==> src/rtl/meikyuu_room_ctrl.sv <==
// Room sequencer for the meikyuu maze: start/restart, map tile lookup, room fades and exits.
// Build macro MEIKYUU_ROOM_FADE_EN enables the FADE_IN/FADE_OUT states; without it rooms switch instantly.
module meikyuu_room_ctrl #(
    parameter int unsigned FADE_FRAMES = 2,
    parameter int unsigned START_X     = 0,
    parameter int unsigned START_Y     = 0,
    parameter int unsigned GOAL_X      = 7,
    parameter int unsigned GOAL_Y      = 7
) (
    input  logic       CLOCK_50,
    input  logic       reset,
    input  logic       frame_start,
    input  logic       btn_start,
    input  logic [3:0] exit_req,
    output logic       tile_req,
    output logic [5:0] tile_addr,
    input  logic       tile_ack,
    input  logic [3:0] tile_data,
    output logic [2:0] map_x,
    output logic [2:0] map_y,
    output logic [3:0] tile_code,
    output logic       move_en,
    output logic       respawn,
    output logic [3:0] spawn_side,
    output logic [2:0] fade_level,
    output logic [2:0] game_state
);

    localparam int unsigned COORD_W = 3;
    localparam logic [COORD_W-1:0] START_X3 = COORD_W'(START_X);
    localparam logic [COORD_W-1:0] START_Y3 = COORD_W'(START_Y);
    localparam logic [COORD_W-1:0] GOAL_X3  = COORD_W'(GOAL_X);
    localparam logic [COORD_W-1:0] GOAL_Y3  = COORD_W'(GOAL_Y);
    localparam logic [COORD_W-1:0] COORD_MAX = COORD_W'(7);
    localparam logic [3:0] SIDE_N = 4'b0001;
    localparam logic [3:0] SIDE_E = 4'b0010;
    localparam logic [3:0] SIDE_S = 4'b0100;
    localparam logic [3:0] SIDE_W = 4'b1000;

    typedef enum logic [2:0] {
        S_IDLE     = 3'd0,
        S_LOAD     = 3'd1,
        S_FADE_IN  = 3'd2,
        S_PLAY     = 3'd3,
        S_FADE_OUT = 3'd4,
        S_WIN      = 3'd5
    } state_t;

    state_t               state, nxt_state;
    logic [COORD_W-1:0]   nxt_map_x, nxt_map_y;
    logic [3:0]           nxt_tile_code, nxt_side;
    logic                 nxt_tile_req, nxt_respawn, nxt_move_en;
    logic                 btn_s1, btn_s2, btn_prev, btn_rise;
    logic                 exit_ok;
    logic [COORD_W-1:0]   exit_x, exit_y;
    logic [3:0]           exit_side;

    assign game_state = state;
    assign tile_addr  = {map_y, map_x};
    assign btn_rise   = btn_s2 & ~btn_prev;

`ifdef MEIKYUU_ROOM_FADE_EN
    localparam int unsigned FCNT_W = 4;
    localparam logic [FCNT_W-1:0] FCNT_LAST = FCNT_W'(FADE_FRAMES - 1);

    logic [FCNT_W-1:0]  frame_cnt, nxt_frame_cnt;
    logic [2:0]         fade_q, nxt_fade;
    logic [COORD_W-1:0] tgt_x, tgt_y, nxt_tgt_x, nxt_tgt_y;
    logic               frame_tick, tgt_goal;

    assign frame_tick = frame_start && (frame_cnt == FCNT_LAST);
    assign tgt_goal   = (tgt_x == GOAL_X3) && (tgt_y == GOAL_Y3);
    assign fade_level = fade_q;

    // Fade level, frame divider and latched exit target
    always_ff @(posedge CLOCK_50 or posedge reset) begin
        if (reset) begin
            fade_q    <= 3'd7;
            frame_cnt <= '0;
            tgt_x     <= START_X3;
            tgt_y     <= START_Y3;
        end else begin
            fade_q    <= nxt_fade;
            frame_cnt <= nxt_frame_cnt;
            tgt_x     <= nxt_tgt_x;
            tgt_y     <= nxt_tgt_y;
        end
    end
`else
    logic unused_fade;
    logic exit_goal;

    assign unused_fade = ^{frame_start, 4'(FADE_FRAMES)};
    assign exit_goal   = (exit_x == GOAL_X3) && (exit_y == GOAL_Y3);
    assign fade_level  = 3'd0;
`endif

    // Start button synchronizer plus edge-detect history
    always_ff @(posedge CLOCK_50 or posedge reset) begin
        if (reset) begin
            btn_s1   <= 1'b0;
            btn_s2   <= 1'b0;
            btn_prev <= 1'b0;
        end else begin
            btn_s1   <= btn_start;
            btn_s2   <= btn_s1;
            btn_prev <= btn_s2;
        end
    end

    // Highest-priority exit (N>E>S>W); an off-grid choice is dropped, not replaced
    always_comb begin
        exit_ok   = 1'b0;
        exit_x    = map_x;
        exit_y    = map_y;
        exit_side = spawn_side;
        if (exit_req[0]) begin
            exit_ok   = (map_y != '0);
            exit_y    = map_y - COORD_W'(1);
            exit_side = SIDE_S;
        end else if (exit_req[1]) begin
            exit_ok   = (map_x != COORD_MAX);
            exit_x    = map_x + COORD_W'(1);
            exit_side = SIDE_W;
        end else if (exit_req[2]) begin
            exit_ok   = (map_y != COORD_MAX);
            exit_y    = map_y + COORD_W'(1);
            exit_side = SIDE_N;
        end else if (exit_req[3]) begin
            exit_ok   = (map_x != '0);
            exit_x    = map_x - COORD_W'(1);
            exit_side = SIDE_E;
        end
    end

    // State and registered outputs
    always_ff @(posedge CLOCK_50 or posedge reset) begin
        if (reset) begin
            state      <= S_IDLE;
            map_x      <= START_X3;
            map_y      <= START_Y3;
            tile_code  <= 4'd0;
            tile_req   <= 1'b0;
            respawn    <= 1'b0;
            move_en    <= 1'b0;
            spawn_side <= SIDE_S;
        end else begin
            state      <= nxt_state;
            map_x      <= nxt_map_x;
            map_y      <= nxt_map_y;
            tile_code  <= nxt_tile_code;
            tile_req   <= nxt_tile_req;
            respawn    <= nxt_respawn;
            move_en    <= nxt_move_en;
            spawn_side <= nxt_side;
        end
    end

    // Next-state and next-output logic
    always_comb begin
        nxt_state     = state;
        nxt_map_x     = map_x;
        nxt_map_y     = map_y;
        nxt_tile_code = tile_code;
        nxt_side      = spawn_side;
        nxt_tile_req  = 1'b0;
        nxt_respawn   = 1'b0;
        nxt_move_en   = 1'b0;
`ifdef MEIKYUU_ROOM_FADE_EN
        nxt_fade      = fade_q;
        nxt_frame_cnt = frame_cnt;
        nxt_tgt_x     = tgt_x;
        nxt_tgt_y     = tgt_y;
`endif
        case (state)
            S_IDLE, S_WIN: begin
                if (btn_rise) begin
                    nxt_map_x    = START_X3;
                    nxt_map_y    = START_Y3;
                    nxt_side     = SIDE_S;
                    nxt_state    = S_LOAD;
                    nxt_tile_req = 1'b1;
                end
            end
            S_LOAD: begin
                if (tile_ack) begin
                    nxt_tile_code = tile_data;
`ifdef MEIKYUU_ROOM_FADE_EN
                    nxt_state     = S_FADE_IN;
                    nxt_fade      = 3'd7;
                    nxt_frame_cnt = '0;
`else
                    nxt_state     = S_PLAY;
                    nxt_respawn   = 1'b1;
                    nxt_move_en   = 1'b1;
`endif
                end else begin
                    nxt_tile_req = 1'b1;
                end
            end
`ifdef MEIKYUU_ROOM_FADE_EN
            S_FADE_IN: begin
                if (fade_q == 3'd0) begin
                    nxt_state   = S_PLAY;
                    nxt_respawn = 1'b1;
                    nxt_move_en = 1'b1;
                end else if (frame_start) begin
                    nxt_frame_cnt = frame_tick ? '0 : FCNT_W'(frame_cnt + 1'b1);
                    if (frame_tick) nxt_fade = fade_q - 3'd1;
                end
            end
`endif
            S_PLAY: begin
                nxt_move_en = 1'b1;
                if (exit_ok) begin
                    nxt_move_en = 1'b0;
                    nxt_side    = exit_side;
`ifdef MEIKYUU_ROOM_FADE_EN
                    nxt_tgt_x     = exit_x;
                    nxt_tgt_y     = exit_y;
                    nxt_state     = S_FADE_OUT;
                    nxt_fade      = 3'd0;
                    nxt_frame_cnt = '0;
`else
                    nxt_map_x = exit_x;
                    nxt_map_y = exit_y;
                    if (exit_goal) begin
                        nxt_state = S_WIN;
                    end else begin
                        nxt_state    = S_LOAD;
                        nxt_tile_req = 1'b1;
                    end
`endif
                end
            end
`ifdef MEIKYUU_ROOM_FADE_EN
            S_FADE_OUT: begin
                if (fade_q == 3'd7) begin
                    nxt_map_x = tgt_x;
                    nxt_map_y = tgt_y;
                    if (tgt_goal) begin
                        nxt_state = S_WIN;
                    end else begin
                        nxt_state    = S_LOAD;
                        nxt_tile_req = 1'b1;
                    end
                end else if (frame_start) begin
                    nxt_frame_cnt = frame_tick ? '0 : FCNT_W'(frame_cnt + 1'b1);
                    if (frame_tick) nxt_fade = fade_q + 3'd1;
                end
            end
`endif
            default: nxt_state = S_IDLE;
        endcase
    end

endmodule
==> config.mk <==
export PLATFORM = sky130hd
export DESIGN_NAME = meikyuu_room_ctrl
export DESIGN_NICKNAME = d
export VERILOG_FILES = /design/src/rtl/meikyuu_room_ctrl.sv
export SDC_FILE = /design/constraint.sdc
export NUM_CORES = 1
export LEC_CHECK = 0
export ABC_AREA = 1
export BUFFER_PORTS_ARGS = -buffer_cell sky130_fd_sc_hd__buf_2
export CAP_MARGIN = 20
export CORE_ASPECT_RATIO = 0.7
export CORE_MARGIN = 2
export CORE_UTILIZATION = 50
export CTS_CLUSTER_DIAMETER = 50
export DETAILED_ROUTE_END_ITERATION = 10
export PLACE_DENSITY = 0.78
export SYNTH_ARGS = -nofsm -noshare
export SYNTH_HDL_FRONTEND = slang
export SYNTH_SLANG_ARGS = --single-unit
==> constraint.sdc <==
create_clock -name CLOCK_50 -period 1.9 [get_ports CLOCK_50]
set_clock_uncertainty 0.2 [all_clocks]
set_input_delay 0.38 -clock CLOCK_50 [delete_from_list [all_inputs] [get_ports CLOCK_50]]
set_output_delay 0.38 -clock CLOCK_50 [all_outputs]
set_load 0.02 [all_outputs]
* Word-level counts from Yosys, hierarchy flattened
Index checks and enable logic that the tools add are counted.
** Word-level totals
- Flip-flop bits (word level) :: 23
- Output and inout bits :: 29
- Input port bits :: 13
** Cells by class
- Multiplexer cells :: 37
- Bitwise gates (word level) :: 2
- $add $sub $neg :: 4
- Reduce and logical (&&, ||, !) cells :: 10
- Equality and inequality tests :: 11
** Operator list (count)
- $mux W3 :: 14
- $mux W4 :: 6
- $pmux W3 S2 :: 2
- $mux W1 :: 11
- $eq A3 B3 Y1 const B :: 3
- $pmux W3 S3 :: 1
- $pmux W4 S2 :: 1
- $add A3 B1 Y3 const B :: 2
- $ne A2 B2 Y1 const B :: 3
- $ne A3 B3 Y1 const B :: 2
- $reduce_and A3 Y1 :: 2
- $reduce_bool A3 Y1 :: 2
- $sub A3 B1 Y3 const B :: 2
- $ne A5 B5 Y1 const B :: 1
- $reduce_and A4 Y1 :: 1
- $eq A3 B1 Y1 const B :: 1
- $eq A3 B2 Y1 const B :: 1
- $logic_not A3 Y1 :: 1
- $pmux W1 S3 :: 1
- $pmux W1 S2 :: 1
- $reduce_and A2 Y1 :: 1
- $reduce_bool A2 Y1 :: 1
- $reduce_or A2 Y1 :: 1
- $and A1 B1 Y1 :: 1
- other kinds (2) :: 2

* Depth between registers and ports, before layout
- Depth in word-level cells :: 10
- Gate-level depth with buffers :: 11
- Mapped depth without buffers :: 11

* Worst setup path before layout
No wires, ideal clock.
- Kind :: register -> register
- Start point :: register map_y[0]
- End point :: register map_x[2]
- Required time :: 1.582 ns
- Cell stages (with the launch flop) :: 10
- Arrival time :: 1.552 ns
- Path slack :: 0.031 ns
- Path buffers :: 0
- Setup time :: 0.118 ns
- Cell sequence :: dfrtp_1 -> ha_1 -> ha_1 -> or2_1 -> nand3_2 -> nand3_2 -> nand2_4 -> nand2_4 -> nand2_1 -> nand2_1
** On the way
- Word-level cells in the longest chain between the ends :: 6
** Ends and longest elaborated chain
- start: declaration :: RTL line 20 : output logic [2:0] map_y,
- start signal: assignment :: RTL line 150 : map_y <= nxt_map_y;
- $ne A3 B3 Y1 :: RTL line 126 : exit_ok = (map_y != COORD_MAX);
- $mux W1 :: RTL line 125 : end else if (exit_req[2]) begin
- $mux W1 :: RTL line 121 : end else if (exit_req[1]) begin
- $mux W1 (*) :: RTL line 117 : if (exit_req[0]) begin
- $ne A2 B2 Y1 (no line) (*)
- $reduce_and A3 Y1 (no line) (*)
- end signal: assignment :: RTL line 149 : map_x <= nxt_map_x;
- end: declaration :: RTL line 19 : output logic [2:0] map_x,
Every way passes the cells marked *; elsewhere a longest branch is shown, timed or not.
A chain may end at the register's enable or synchronous reset.

* Worst setup path in the final report
- Start point :: register map_y[0]
- End point :: register tile_req
** On the way
- Word-level cells in the longest chain between the ends :: 9
** Ends and longest elaborated chain
- $add A3 B1 Y3 :: RTL line 127 : exit_y = map_y + COORD_W'(1);
- $mux W3 :: RTL line 125
- $mux W3 :: RTL line 121
- $mux W3 :: RTL line 117
- $eq A3 B3 Y1 :: RTL line 94 : assign exit_goal = (exit_x == GOAL_X3) && (exit_y == GOAL_Y3);
- $logic_and A1 B1 Y1 :: RTL line 94
- $mux W1 :: RTL line 227 : if (exit_goal) begin
- $mux W1 (*) :: RTL line 215 : if (exit_ok) begin
- $pmux W1 S3 (*) :: RTL line 175 : case (state)
- named net nxt_tile_req :: RTL line 52 : logic nxt_tile_req, nxt_respawn, nxt_move_en;
- end signal: assignment :: RTL line 152 : tile_req <= nxt_tile_req;
- end: declaration :: RTL line 15 : output logic tile_req,
The timed path passes the listed nets; every way through them passes the cells marked *.

==> flow_summary_export.csv <==
group,metric,value,unit
power_and_ir_drop,finalPower,2.566,mW
logic_synthesis,postSynthRegisterBits,23,
logic_synthesis,synth_largest_area_cell,"sky130_fd_sc_hd__dfrtp_1",
grt,track_usage,0.1968,
floorplanning,start_util,0.5475,
route,drt_first_pass_iters,4,
floorplanning,row_count,15,
route,count_of_routing_violations_after_the_opening_detailed_route_iteration,58,
placement,detailed_place_hpwl,2.220,mm
logic_synthesis,synthDominantCellAreaShare,0.3939,
sta,hold_slack,8.392,ps
power_and_ir_drop,power.ir.vdd_worst,0.6204,mV
power_and_ir_drop,cellPowerDensity,1460,nW/um^2
sta,period_utilisation_layout,0.9571,
cts,clkLatencyLatePin,270,ps
critical_path,maximum_fanout_along_the_worst_path,2,
logic_synthesis,synth_area_leaders,"sky130_fd_sc_hd__dfrtp_1, sky130_fd_sc_hd__nand2_1, sky130_fd_sc_hd__ha_1",
sta,number_of_hold_violations_in_the_final_report,0,
critical_path,worst-endpoint-required,1860,ps
finish,final_cell_count_no_fill,269,
critical_path,worst_setup_path_end_kind,"flip-flop",
grt,grt_pass1_vias,1041,
placement,placedCellCount,262,
finish,final_core_utilization,0.6887,
finish,layout_area_growth_over_synthesis,25.78,%
sta,timing_max_transition_violations_final,0,
cts,clock_sinks,23,
worst_hold_path,worst_hold_startpoint,"btn_start",
sta,timing.final.setup_violations,0,
worst_hold_path,min_path_type,"in -> reg",
finish,post_route_cells_drive_above_1_share,0.2979,
sta,grt_setup_unrepaired,"yes",
logic_synthesis,synth_sequential_area_ratio,0.4127,
critical_path,cp-startpoint,"map_y[0]",
critical_path,worst-endpoint-arrival,1780,ps
grt,pin_count_of_the_biggest_net_entering_global_routing,24,
logic_synthesis,synth-warning-count,0,
cts,tritoncts,"built",
route,routedWlPerCell,11.53,um
logic_synthesis,syn_inst,191,
finish,antennaDiodeCount,0,
route,viasPerCell,4.732,
cts,clock_path_buffers,2,
grt,wire_length_of_the_first_global_routing_pass,4.609,mm
cts,cts_inserted_buffers,3,
cts,cts.reportedPaths.clkPinSlew,90,ps
route,post-route-drc-count,0,
job,maxCapViolCount,0,
outcome,run_status,"finished clean",
grt,grt_overflow_total,0,
route,postRouteAntennaNets,0,
route,num_vias,1273,
critical_path,worstSetupPathType,"reg -> reg",
finish,most_common_cell_after_layout_fill_and_taps_aside,"sky130_fd_sc_hd__nand2_1",
floorplanning,chip_width,67.19,um
cts,clockRootBuffer,"sky130_fd_sc_hd__clkbuf_8",
floorplanning,die_y,48.24,um
critical_path,critical_path.startpoint_type,"flip-flop",
sta,fmax,549.9,MHz
finish,nets,257,
logic_synthesis,synth.lib_cells_used.distinct,21,
grt,antenna_found_initial,0,
cts,cts.htree.levels,1,
floorplanning,boundaryPins,42,
logic_synthesis,synthesis.area,1398,um^2
critical_path,worst_r2r_startpoint,"map_y[0]",
power_and_ir_drop,cellLeakagePower,1.036,nW
floorplanning,core,2552,um^2
floorplanning,die_area,3241,um^2
placement,port_buffers,37,
placement,place_congestion,0.8447,
finish,mostFrequentLayoutCells,"sky130_fd_sc_hd__nand2_1, sky130_fd_sc_hd__buf_2, sky130_fd_sc_hd__dfrtp_1",
route,postRouteWirelength,3.102,mm
sta,period_minus_slack,1818,ps
logic_synthesis,syn-mean-instance-area,7.317,um^2
layer usage:
| layer | track usage | up-vias | routed length (um) |
|---|---|---|---|
| met4 | 0.02449 | 0 | 0 |
| met2 | 0.2970 | 35 | 1351 |
| met1 | 0.2917 | 570 | 1592 |
| li1 | - | 668 | - |
| met3 | 0.05543 | 0 | 158 |
| met5 | 0 | - | 0 |
logic make-up (layout without fill, tap and decap cells):
| logic type | after synthesis | count (layout) | share of synthesized area |
|---|---|---|---|
| AO/OA/AOI/OAI | 9 | 9 | 0.03312 |
| XOR/XNOR | 1 | 1 | 0.006268 |
| adder cells (fa/ha/maj) | 8 | 8 | 0.07162 |
| buffers and inverters | 31 | 72 | 0.1092 |
| flip-flops | 23 | 23 | 0.4127 |
| other | 1 | 3 | 0.002683 |
| AND/OR/NAND/NOR | 118 | 119 | 0.3644 |
stage by stage:
stage	cell area (um^2)	setup slack (ps)	TNS, ps
2_1_floorplan	1405	30.55	0
3_3_place_gp	1618	74.28	0
3_5_place_dp	1618	46.50	0
4_1_cts	1677	41.48	0
5_1_grt	1758	-12.07	-12.07
6_report	1758	81.54	0
synth_stat cells:
master and instances:
sky130_fd_sc_hd__or2_1 1, sky130_fd_sc_hd__nand2_4 3, sky130_fd_sc_hd__nor3_1 1, sky130_fd_sc_hd__conb_1 1
sky130_fd_sc_hd__o21ai_0 3, sky130_fd_sc_hd__or2_2 1, sky130_fd_sc_hd__nand3_1 14, sky130_fd_sc_hd__inv_4 1
sky130_fd_sc_hd__dfstp_2 1, sky130_fd_sc_hd__inv_1 20, sky130_fd_sc_hd__nand4_1 3, sky130_fd_sc_hd__inv_2 1
sky130_fd_sc_hd__a31oi_1 1, sky130_fd_sc_hd__nand2_1 84, sky130_fd_sc_hd__ha_1 8, sky130_fd_sc_hd__buf_4 9
sky130_fd_sc_hd__dfrtp_1 22, sky130_fd_sc_hd__a21oi_1 5, sky130_fd_sc_hd__xnor2_1 1, sky130_fd_sc_hd__nand3_2 2
sky130_fd_sc_hd__nor2_1 9
sequential cells by signal, summed over array words and instances, names as in the netlist:
name / cells
btn_prev: 1
btn_s1: 1
btn_s2: 1
game_state: 3
map_x: 3
map_y: 3
move_en: 1
respawn: 1
spawn_side: 4
tile_code: 4
tile_req: 1
final cells by class:
cell class	instances	area, um^2
Clock inverter	1	7.507
Clock buffer	3	41.29
Multi-Input combinational cell	140	748.2
Fill cell	227	794.5
Tap cell	34	42.54
Sequential cell	23	578.1
Timing Repair Buffer	46	255.2
Inverter	22	85.08
worst max-delay path, stage by stage (launching register included):
cell and delay, ps:
sky130_fd_sc_hd__dfrtp_1 380, sky130_fd_sc_hd__ha_1 200, sky130_fd_sc_hd__ha_1 270, sky130_fd_sc_hd__inv_1 50, sky130_fd_sc_hd__nand3_2 70, sky130_fd_sc_hd__nand3_2 80, sky130_fd_sc_hd__nand2_2 90, sky130_fd_sc_hd__nand2_2 70
sky130_fd_sc_hd__nor2_4 110, sky130_fd_sc_hd__nand3_1 80, sky130_fd_sc_hd__nand2_1 70, sky130_fd_sc_hd__nand2_1 50
repair_timing:
action | 4_1_cts | 5_1_grt
hold endpoints to repair | 22 | 0
setup buffers | 0 | 1
gates resized for setup | 0 | 16
setup endpoints to repair | 0 | 12
hold buffers | 1 | 0
power breakdown:
| part | switching (mW) | internal [mW] | total (mW) | leakage [nW] |
|---|---|---|---|---|
| clock network | 0.161 | 0.148 | 0.310 | 0.0217 |
| registers | 0.0938 | 0.660 | 0.754 | 0.291 |
| logic | 0.999 | 0.503 | 1.50 | 0.724 |
| total | 1.25 | 1.31 | 2.57 | 1.04 |
path summary, 6_finish.rpt:
path | end | slack, ps | cells after the start
hold reg to reg | btn_s2 | 160 | 0
setup reg to reg | tile_req | 80 | 11
min in group asynchronous | tile_code[3] | 480 | 4
setup / recovery | tile_req | 80 | 11
hold / removal | btn_s1 | 8 | 1
max in group asynchronous | spawn_side[2] | 740 | 4
(Power assumes the default switching activity.)
